<file path="src/rtl/div_pkg.sv">
// Shared types and constants for the sequential divider.
// div_op_e    : OP encoding (DIV, DIVU, REM, REMU); bit 0 = unsigned, bit 1 = remainder.
// div_state_e : divider control states.
// ITER_XLEN / ITER_W : counter load values for full-width and W-form operations.
package div_pkg;

    localparam int XLEN_DEFAULT = 64;
    localparam int ITER_XLEN    = 63;
    localparam int ITER_W       = 31;

    typedef enum logic [1:0] {
        DIV  = 2'b00,
        DIVU = 2'b01,
        REM  = 2'b10,
        REMU = 2'b11
    } div_op_e;

    typedef enum logic [1:0] {
        IDLE = 2'b00,
        ITER = 2'b01,
        FIX  = 2'b10,
        DONE = 2'b11
    } div_state_e;

endpackage

</file>
<file path="src/rtl/div_step.sv">
// One radix-2 restoring division step (purely combinational).
// rem      : partial remainder, XLEN+1 bits
// quo      : dividend bits still to shift in, low bits collect quotient
// divisor  : divisor magnitude
// rem_nxt  : partial remainder after the step
// quo_nxt  : quotient/dividend register after the step
module div_step #(
    parameter int XLEN = 64
) (
    input  logic [XLEN:0]   rem,
    input  logic [XLEN-1:0] quo,
    input  logic [XLEN-1:0] divisor,
    output logic [XLEN:0]   rem_nxt,
    output logic [XLEN-1:0] quo_nxt
);

    logic [XLEN+1:0] shifted;
    logic [XLEN+1:0] trial;

    always_comb begin
        // Shift the next dividend bit into the remainder; the extra top bit
        // of trial carries the borrow so a negative trial is detectable.
        shifted = {rem, quo[XLEN-1]};
        trial   = shifted - {2'b00, divisor};
        if (trial[XLEN+1]) begin
            rem_nxt = shifted[XLEN:0];
            quo_nxt = {quo[XLEN-2:0], 1'b0};
        end else begin
            rem_nxt = trial[XLEN:0];
            quo_nxt = {quo[XLEN-2:0], 1'b1};
        end
    end

endmodule

</file>
<file path="src/rtl/div_seq.sv">
// Iterative restoring divider for DIV/DIVU/REM/REMU and their W forms.
// CLK, RST_N  : clock, asynchronous active-low reset
// EN, KILL    : start request (sampled in IDLE), pipeline flush
// OP, WORD    : operation select, 32-bit W form select
// RS1, RS2    : dividend, divisor (latched at accept)
// BUSY        : high while iterating / fixing sign
// RDY_D       : one-cycle pulse, RESULT valid while high
// RESULT      : quotient or remainder, held until the next completion
module div_seq
    import div_pkg::*;
#(
    parameter int XLEN  = XLEN_DEFAULT,
    parameter int CNT_W = 7
) (
    input  logic            CLK,
    input  logic            RST_N,
    input  logic            EN,
    input  logic            KILL,
    input  logic [1:0]      OP,
    input  logic            WORD,
    input  logic [XLEN-1:0] RS1,
    input  logic [XLEN-1:0] RS2,
    output logic            BUSY,
    output logic            RDY_D,
    output logic [XLEN-1:0] RESULT
);

    div_state_e        state_q, state_d;
    logic [XLEN-1:0]   quo_q, quo_d;
    logic [XLEN:0]     rem_q, rem_d;
    logic [XLEN-1:0]   dvs_q, dvs_d;
    logic [CNT_W-1:0]  cnt_q, cnt_d;
    logic              neg_q_q, neg_q_d;
    logic              neg_r_q, neg_r_d;
    logic              rem_sel_q, rem_sel_d;
    logic              word_q, word_d;
    logic              busy_q, busy_d;
    logic              rdy_q, rdy_d;
    logic [XLEN-1:0]   result_q, result_d;

    // Operand preparation
    div_op_e           op_in;
    logic              signed_op, rem_op;
    logic [XLEN-1:0]   a_ext, b_ext, a_mag, b_mag, min_neg;
    logic              a_neg, b_neg, div_zero, ovf;

    // Sign fix-up
    logic [XLEN-1:0]   q_fix, r_fix;

    logic [XLEN:0]     step_rem;
    logic [XLEN-1:0]   step_quo;

    // W forms always return bit 31 sign-extended, even for unsigned ops.
    function automatic logic [XLEN-1:0] word_fix(input logic [XLEN-1:0] v, input logic w);
        return w ? {{(XLEN-32){v[31]}}, v[31:0]} : v;
    endfunction

    div_step #(.XLEN(XLEN)) u_step (
        .rem     (rem_q),
        .quo     (quo_q),
        .divisor (dvs_q),
        .rem_nxt (step_rem),
        .quo_nxt (step_quo)
    );

    always_comb begin
        op_in     = div_op_e'(OP);
        signed_op = (op_in == DIV) || (op_in == REM);
        rem_op    = (op_in == REM) || (op_in == REMU);
        a_ext = WORD ? {{(XLEN-32){signed_op & RS1[31]}}, RS1[31:0]} : RS1;
        b_ext = WORD ? {{(XLEN-32){signed_op & RS2[31]}}, RS2[31:0]} : RS2;
        a_neg = signed_op & a_ext[XLEN-1];
        b_neg = signed_op & b_ext[XLEN-1];
        a_mag = a_neg ? -a_ext : a_ext;
        b_mag = b_neg ? -b_ext : b_ext;
        // Most negative value of the active width, in extended form.
        min_neg  = WORD ? {{(XLEN-31){1'b1}}, {31{1'b0}}} : {1'b1, {(XLEN-1){1'b0}}};
        div_zero = (b_ext == '0);
        ovf      = signed_op && (a_ext == min_neg) && (b_ext == '1);
        q_fix = neg_q_q ? -quo_q : quo_q;
        r_fix = neg_r_q ? -rem_q[XLEN-1:0] : rem_q[XLEN-1:0];
    end

    always_comb begin
        state_d   = state_q;
        quo_d     = quo_q;
        rem_d     = rem_q;
        dvs_d     = dvs_q;
        cnt_d     = cnt_q;
        neg_q_d   = neg_q_q;
        neg_r_d   = neg_r_q;
        rem_sel_d = rem_sel_q;
        word_d    = word_q;
        result_d  = result_q;
        rdy_d     = 1'b0;

        unique case (state_q)
            IDLE: begin
                if (EN && !KILL) begin
                    rem_sel_d = rem_op;
                    word_d    = WORD;
                    neg_q_d   = a_neg ^ b_neg;
                    neg_r_d   = a_neg;
                    dvs_d     = b_mag;
                    rem_d     = '0;
                    // W forms run 32 steps, so park the dividend in the top half.
                    quo_d     = WORD ? (a_mag << 32) : a_mag;
                    cnt_d     = WORD ? CNT_W'(ITER_W) : CNT_W'(ITER_XLEN);
                    if (div_zero) begin
                        result_d = word_fix(rem_op ? a_ext : '1, WORD);
                        rdy_d    = 1'b1;
                        state_d  = DONE;
                    end else if (ovf) begin
                        result_d = word_fix(rem_op ? '0 : a_ext, WORD);
                        rdy_d    = 1'b1;
                        state_d  = DONE;
                    end else begin
                        state_d = ITER;
                    end
                end
            end
            ITER: begin
                quo_d = step_quo;
                rem_d = step_rem;
                cnt_d = cnt_q - 1'b1;
                if (KILL)
                    state_d = IDLE;
                else if (cnt_q == '0)
                    state_d = FIX;
            end
            FIX: begin
                if (KILL) begin
                    state_d = IDLE;
                end else begin
                    result_d = word_fix(rem_sel_q ? r_fix : q_fix, word_q);
                    rdy_d    = 1'b1;
                    state_d  = DONE;
                end
            end
            DONE: begin
                // Result already retired; KILL here does not retract it.
                state_d = IDLE;
            end
            default: state_d = IDLE;
        endcase

        busy_d = (state_d == ITER) || (state_d == FIX);
    end

    always_ff @(posedge CLK or negedge RST_N) begin
        if (!RST_N) begin
            state_q   <= IDLE;
            quo_q     <= '0;
            rem_q     <= '0;
            dvs_q     <= '0;
            cnt_q     <= '0;
            neg_q_q   <= 1'b0;
            neg_r_q   <= 1'b0;
            rem_sel_q <= 1'b0;
            word_q    <= 1'b0;
            busy_q    <= 1'b0;
            rdy_q     <= 1'b0;
            result_q  <= '0;
        end else begin
            state_q   <= state_d;
            quo_q     <= quo_d;
            rem_q     <= rem_d;
            dvs_q     <= dvs_d;
            cnt_q     <= cnt_d;
            neg_q_q   <= neg_q_d;
            neg_r_q   <= neg_r_d;
            rem_sel_q <= rem_sel_d;
            word_q    <= word_d;
            busy_q    <= busy_d;
            rdy_q     <= rdy_d;
            result_q  <= result_d;
        end
    end

    assign BUSY   = busy_q;
    assign RDY_D  = rdy_q;
    assign RESULT = result_q;

endmodule
</file>
<file path="config.mk">
export PLATFORM = sky130hd
export DESIGN_NAME = div_seq
export DESIGN_NICKNAME = d
export VERILOG_FILES = /design/src/rtl/div_pkg.sv /design/src/rtl/div_step.sv /design/src/rtl/div_seq.sv
export SDC_FILE = /design/constraint.sdc
export NUM_CORES = 1
export LEC_CHECK = 0
export ABC_AREA = 1
export BUFFER_PORTS_ARGS = -buffer_cell sky130_fd_sc_hd__buf_2
export CORE_MARGIN = 2
export CORE_UTILIZATION = 56
export DETAILED_ROUTE_END_ITERATION = 12
export PLACE_DENSITY = 0.82
export SLEW_MARGIN = 20
export SYNTH_ARGS = -nofsm -noshare
export SYNTH_HDL_FRONTEND = slang
export SYNTH_SLANG_ARGS = --single-unit
</file>
<file path="constraint.sdc">
create_clock -name CLK -period 2.2 [get_ports CLK]
set_input_delay 0.22 -clock CLK [delete_from_list [all_inputs] [get_ports CLK]]
set_output_delay 0.22 -clock CLK [all_outputs]
set_load 0.01 [all_outputs]
</file>
==> key figures, run 1 <==
Synth
  – Synth Instances: 5458
  – Synth Cell Area: 30100 um2
  – Ys flop type: dfrtp_1
  – Synth area leaders: nand2_1, dfrtp_1, nand3_1
  – Async set-reset flop share out of synthesis: 1.00
  – Syn nets: 5665
  – Top-area cell type share of the netlist area: 0.257
  – Average cell area after synthesis: 5.52 um2
  – FF+latch count, synth: 272
  – Seq/Total Area, Yosys: 0.226
  – Post-synth EDFFs: 0
  – Post-synth top cells: nand2_1, inv_1, nand3_1
  – Most common cell in the synthesized netlist: nand2_1
  – Syn. warnings: 0
  – Yosys cell types: 50
  – Area leader, netlist: nand2_1

Clock network
  – CTS Buf Count: 35
  – CTS Sinks: 272
  – Clock root buffer master: clkbuf_16
  – Max clock buf depth: 3
  – Htree depth: 2

STA
  – WEP type: register data pin
  – Worst_ep grt: rem_q[34]$_DFFE_PN0P_/D

Placed design
  – Final Wtd Congestion: 1.15
  – I/O Buffers: 200
  – Dpl cells: 7217
  – Post-DP HPWL: 124000 um

Global route
  – Total GRT Usage: 0.774
  – Largest net degree at the start of global routing: 82
  – Initial antenna violation count: 36
  – Total gr overflow: 141

Floorplanning
  – Starting density of the core: 0.570
  – # IOs: 201
  – FP Rows: 84
  – DIE WIDTH: 236 um
  – Die height: 236 um

Outcome
  – Status: aborted with a tool error
  – Halt Stage: global routing
  – Tool Error: [ERROR GRT-0232] Routing congestion too high. Check the congestion heatmap in the GUI.
metal layers:
layer  track usage  GRT overflow
met1         0.827             8
met2         0.907            78
met3         0.646            12
met4         0.634            40
met5         0.449             3
metrics by stage:
stage | util | instance area (um2) | setup WS [ns]
2_1_floorplan | - | 30400 | -0.0317
3_3_place_gp | 0.753 | 39800 | -0.714
4_1_cts | 0.795 | 42000 | -0.348
3_5_place_dp | 0.753 | 39800 | -0.724
timing repair:
action | CTS
pin swaps | 30
hold buffers | 1
endpoints found under the hold margin | 47
setup buffers | 13
gates cloned | 2
resized for setup | 216
endpoints found under the setup margin | 117
kinds of logic after synthesis:
family	count (synthesis)	synth area share
compound gates	595	0.111
xor+xnor	109	0.0317
fa+ha+maj	72	0.0302
buf+inv	953	0.123
flops	272	0.226
simple gates	3457	0.477
==> run 2: changes to the inputs <==
CORE_UTILIZATION = 40   (was 56)
PLACE_DENSITY = default   (was 0.82)
PLACE_DENSITY_LB_ADDON = 0.15   (was default)
clock period = 2.85 ns   (was 2.2 ns; I/O delays follow)
==> run 2 against run 1 <==
  * The run now ends clean
  * Synthesized cell count is the same
  * Area after synthesis stayed put
==> key figures, run 2 <==
Outcome
  – Status: completed

Synth
  – Yosys cell types: 50 (unchanged)
  – Post-synth top cells: nand2_1, inv_1, nand3_1
  – Seq/Total Area, Yosys: 0.226 (unchanged)
  – Post-synth EDFFs: 0 (unchanged)
  – Most common cell in the synthesized netlist: nand2_1
  – Ys flop type: dfrtp_1
  – Async set-reset flop share out of synthesis: 1.00 (unchanged)
  – Synth Cell Area: 30100 um2 (unchanged)
  – Syn nets: 5665 (unchanged)
  – Area leader, netlist: nand2_1
  – FF+latch count, synth: 272 (unchanged)
  – Synth area leaders: nand2_1, dfrtp_1, nand3_1
  – Top-area cell type share of the netlist area: 0.257 (unchanged)
  – Synth Instances: 5458 (unchanged)
  – Average cell area after synthesis: 5.52 um2 (unchanged)
  – Syn. warnings: 0 (unchanged)

Routing
  – Antenna violation net count after detailed routing: 0
  – Final wirelength: 165000 um
  – Pre-antenna DRT Iters: 7
  – Wire per inst: 23.5 um
  – Vias: 39.2k
  – Drt initial violations: 4957
  – Post-route DRC: 0
  – Vias/cell: 5.57

Placed design
  – DP Worst Slack: -0.179 ns (+0.545 ns)
  – Post-DP HPWL: 138000 um (+11%)
  – Final Wtd Congestion: 1.05 (-8.8%)
  – I/O Buffers: 200 (unchanged)
  – Dpl cells: 6960 (-3.6%)

Clock network
  – CTS Sinks: 272 (unchanged)
  – Worst skew pair latency: 0.59 ns
  – CTS Buf Count: 38 (+8.6%)
  – Max clock buf depth: 3 (unchanged)
  – Htree depth: 2 (unchanged)
  – Clock root buffer master: clkbuf_16
  – Clk slew on worst S/H paths: 0.06 ns
  – CTS tree: built

Pwr
  – Sequential power share: 0.160
  – Power Density: 955 nW/um2
  – Switch Pwr: 19.1 mW
  – Internal power: 17.1 mW
  – Maximum vdd drop: 471 uV
  – P_leak: 20.6 nW
  – Sw Ratio: 0.528
  – Clock share of power: 0.148
  – Gate power share: 0.692

Global route
  – Largest net degree at the start of global routing: 95
  – Total gr overflow: 0
  – First-pass GRT wire length: 240000 um
  – Initial antenna violation count: 14
  – Number of global-route vias before repair: 36.2k
  – Total GRT Usage: 0.416

Setup path
  – Worst EP required: 3.31 ns
  – Startpoint types: register
  – Reg-to-reg critical path endpoint: rem_q[11]$_DFFE_PN0P_
  – R2r startpoint: dvs_q[39]$_DFFE_PN0P_
  – Worst path slowest cell: ha_1
  – R2r setup slk: 0.08 ns
  – R2R depth: 18
  – CP cell instances: inv_1, buf_12, ha_1, nand2_1, nor2_2, inv_1, nor3_1, buf_4, nand2_2, nor2_4, nand2_1, buf_4, nand3_2, buf_12, buf_12, nand3_1, nand3_1, nand2_1
  – CP Max Fanout: 19
  – Worst path bufs/invs: 7
  – Crit path max-delay family: simple AND/OR/NAND/NOR gates
  – Slowest stage delay, CP: 0.33 ns
  – Worst endpoint data arrival time: 3.23 ns
  – Crit path kind: reg2reg
  – Crit. End Element: register

STA
  – Rel. slew slack: 0.349
  – Final setup vio count: 0
  – Final clock skew: 0.0445 ns
  – Fmax: 361 MHz
  – Worst-Margin Slew: 0.977 ns
  – Setup ws final: 0.0763 ns
  – Unrepaired setup endpoints after global routing: true
  – Fin crit period: 2.77 ns
  – Final hold vios: 0
  – Fin. max-slew vios: 0
  – Final cycle utilization of the critical path: 0.973

Final layout
  – Non-Filler Instances: 7039
  – Area Overhead vs Synth: 25.7%
  – Fin nets: 6245
  – Finished Core Util: 0.508
  – Max reg flops: 65
  – Biggest register: rem_q
  – Commonest non-fill, non-tap cell in the layout: nand2_1
  – Commonest non-fill, non-tap cells in the layout: nand2_1, inv_1, nand3_1
  – Layout cell share with drive strength beyond 1: 0.160

Floorplanning
  – Die Area: 77500 um2
  – DIE WIDTH: 278 um (+18%)
  – Starting density of the core: 0.404 (-0.165)
  – FP Rows: 100 (+19%)
  – Core box area: 74400 um2
  – # IOs: 201 (unchanged)
  – Die height: 278 um (+18%)

Min path
  – Hold WC Path Type: in2reg
  – Hold path cells: 4
  – Hold Path End: state_q[0]$_DFF_PN0_
  – Min-delay src: KILL

Run
  – Max-cap violations: 0
==> run 2: how the worst max path moves through the flow <==
stage,from,endpoint,slack (ns),cells past startpoint
after global routing,dvs_q[4]$_DFFE_PN0P_,rem_q[11]$_DFFE_PN0P_,-0.07,18
after floorplan,rem_q[3]$_DFFE_PN0P_,rem_q[0]$_DFFE_PN0P_,0.40,19
after global placement,WORD,dvs_q[10]$_DFFE_PN0P_,-0.22,10
after CTS,dvs_q[14]$_DFFE_PN0P_,rem_q[48]$_DFFE_PN0P_,0.002,19
final,dvs_q[39]$_DFFE_PN0P_,rem_q[11]$_DFFE_PN0P_,0.08,18
after detailed placement,OP[0],dvs_q[9]$_DFFE_PN0P_,-0.18,9
==> run 2: area by class of cell <==
| class | instances | area, um2 |
|---|---|---|
| Timing Repair Buffer | 737 | 5520 |
| Clock buffer | 47 | 1070 |
| Multi-Input combinational cell | 4233 | 20100 |
| Inverter | 756 | 2840 |
| Antenna cell | 3 | 7.51 |
| Fill cell | 8147 | 36600 |
| Sequential cell | 272 | 6820 |
| Tap cell | 969 | 1210 |
| Clock inverter | 22 | 307 |
==> run 2: stage by stage <==
step	hold slack, ns	power [mW]	cell area, um2	TNS [ns]
after floorplan	-0.0106	18.0	30100	0
after global placement	0.320	29.2	35900	-7.29
after detailed placement	0.323	29.1	35900	-5.59
after CTS	0.0322	34.7	37300	0
after global routing	0.0840	38.4	37800	-0.428
final	0.0739	36.1	37800	0
==> run 2: timing repair <==
item,CTS,global route
pin swaps,1,7
buffers inserted,0,4
setup endpoints to repair,66,84
hold buffers,1,0
cloned,0,2
gates resized for setup,13,105
hold endpoints to repair,56,0
==> run 2: cell families after synthesis <==
family | share of synthesized area
and+or+nand+nor | 0.477
buffers and inverters | 0.123
AOI/OAI and AO/OA | 0.111
DFF | 0.226
xor gates and xnor gates | 0.0317
adders and majority gates | 0.0302
==> run 2: routing by layer <==
| layer | GRT usage | wire, um | part of all wire |
|---|---|---|---|
| met1 | 0.574 | 71100 | 0.43 |
| met2 | 0.617 | 68300 | 0.41 |
| met3 | 0.106 | 18000 | 0.11 |
| met4 | 0.168 | 7940 | 0.048 |
| met5 | 0 | 52 | 0.00031 |
==> run 2: power by group through the flow <==
stage	clock, mW	combinational [mW]	sequential, mW
3_3_place_gp	0	23.4	5.78
3_5_place_dp	0	23.3	5.75
5_1_grt	5.51	27.0	5.82
2_1_floorplan	0	12.5	5.47
6_report	5.35	25.0	5.79
4_1_cts	5.39	23.6	5.70
==> run 2: worst reg2reg max path, cell delays in order, from the launching register on <==
cell and delay (ns):
dfrtp_1 0.32, inv_1 0.06, buf_12 0.14, ha_1 0.34
nand2_1 0.11, nor2_2 0.13, inv_1 0.05, nor3_1 0.15
buf_4 0.16, nand2_2 0.10, nor2_4 0.16, nand2_1 0.10
buf_4 0.15, nand3_2 0.09, buf_12 0.15, buf_12 0.16
nand3_1 0.09, nand3_1 0.10, nand2_1 0.09
No activity file was read; power rests on OpenSTA's default activity.
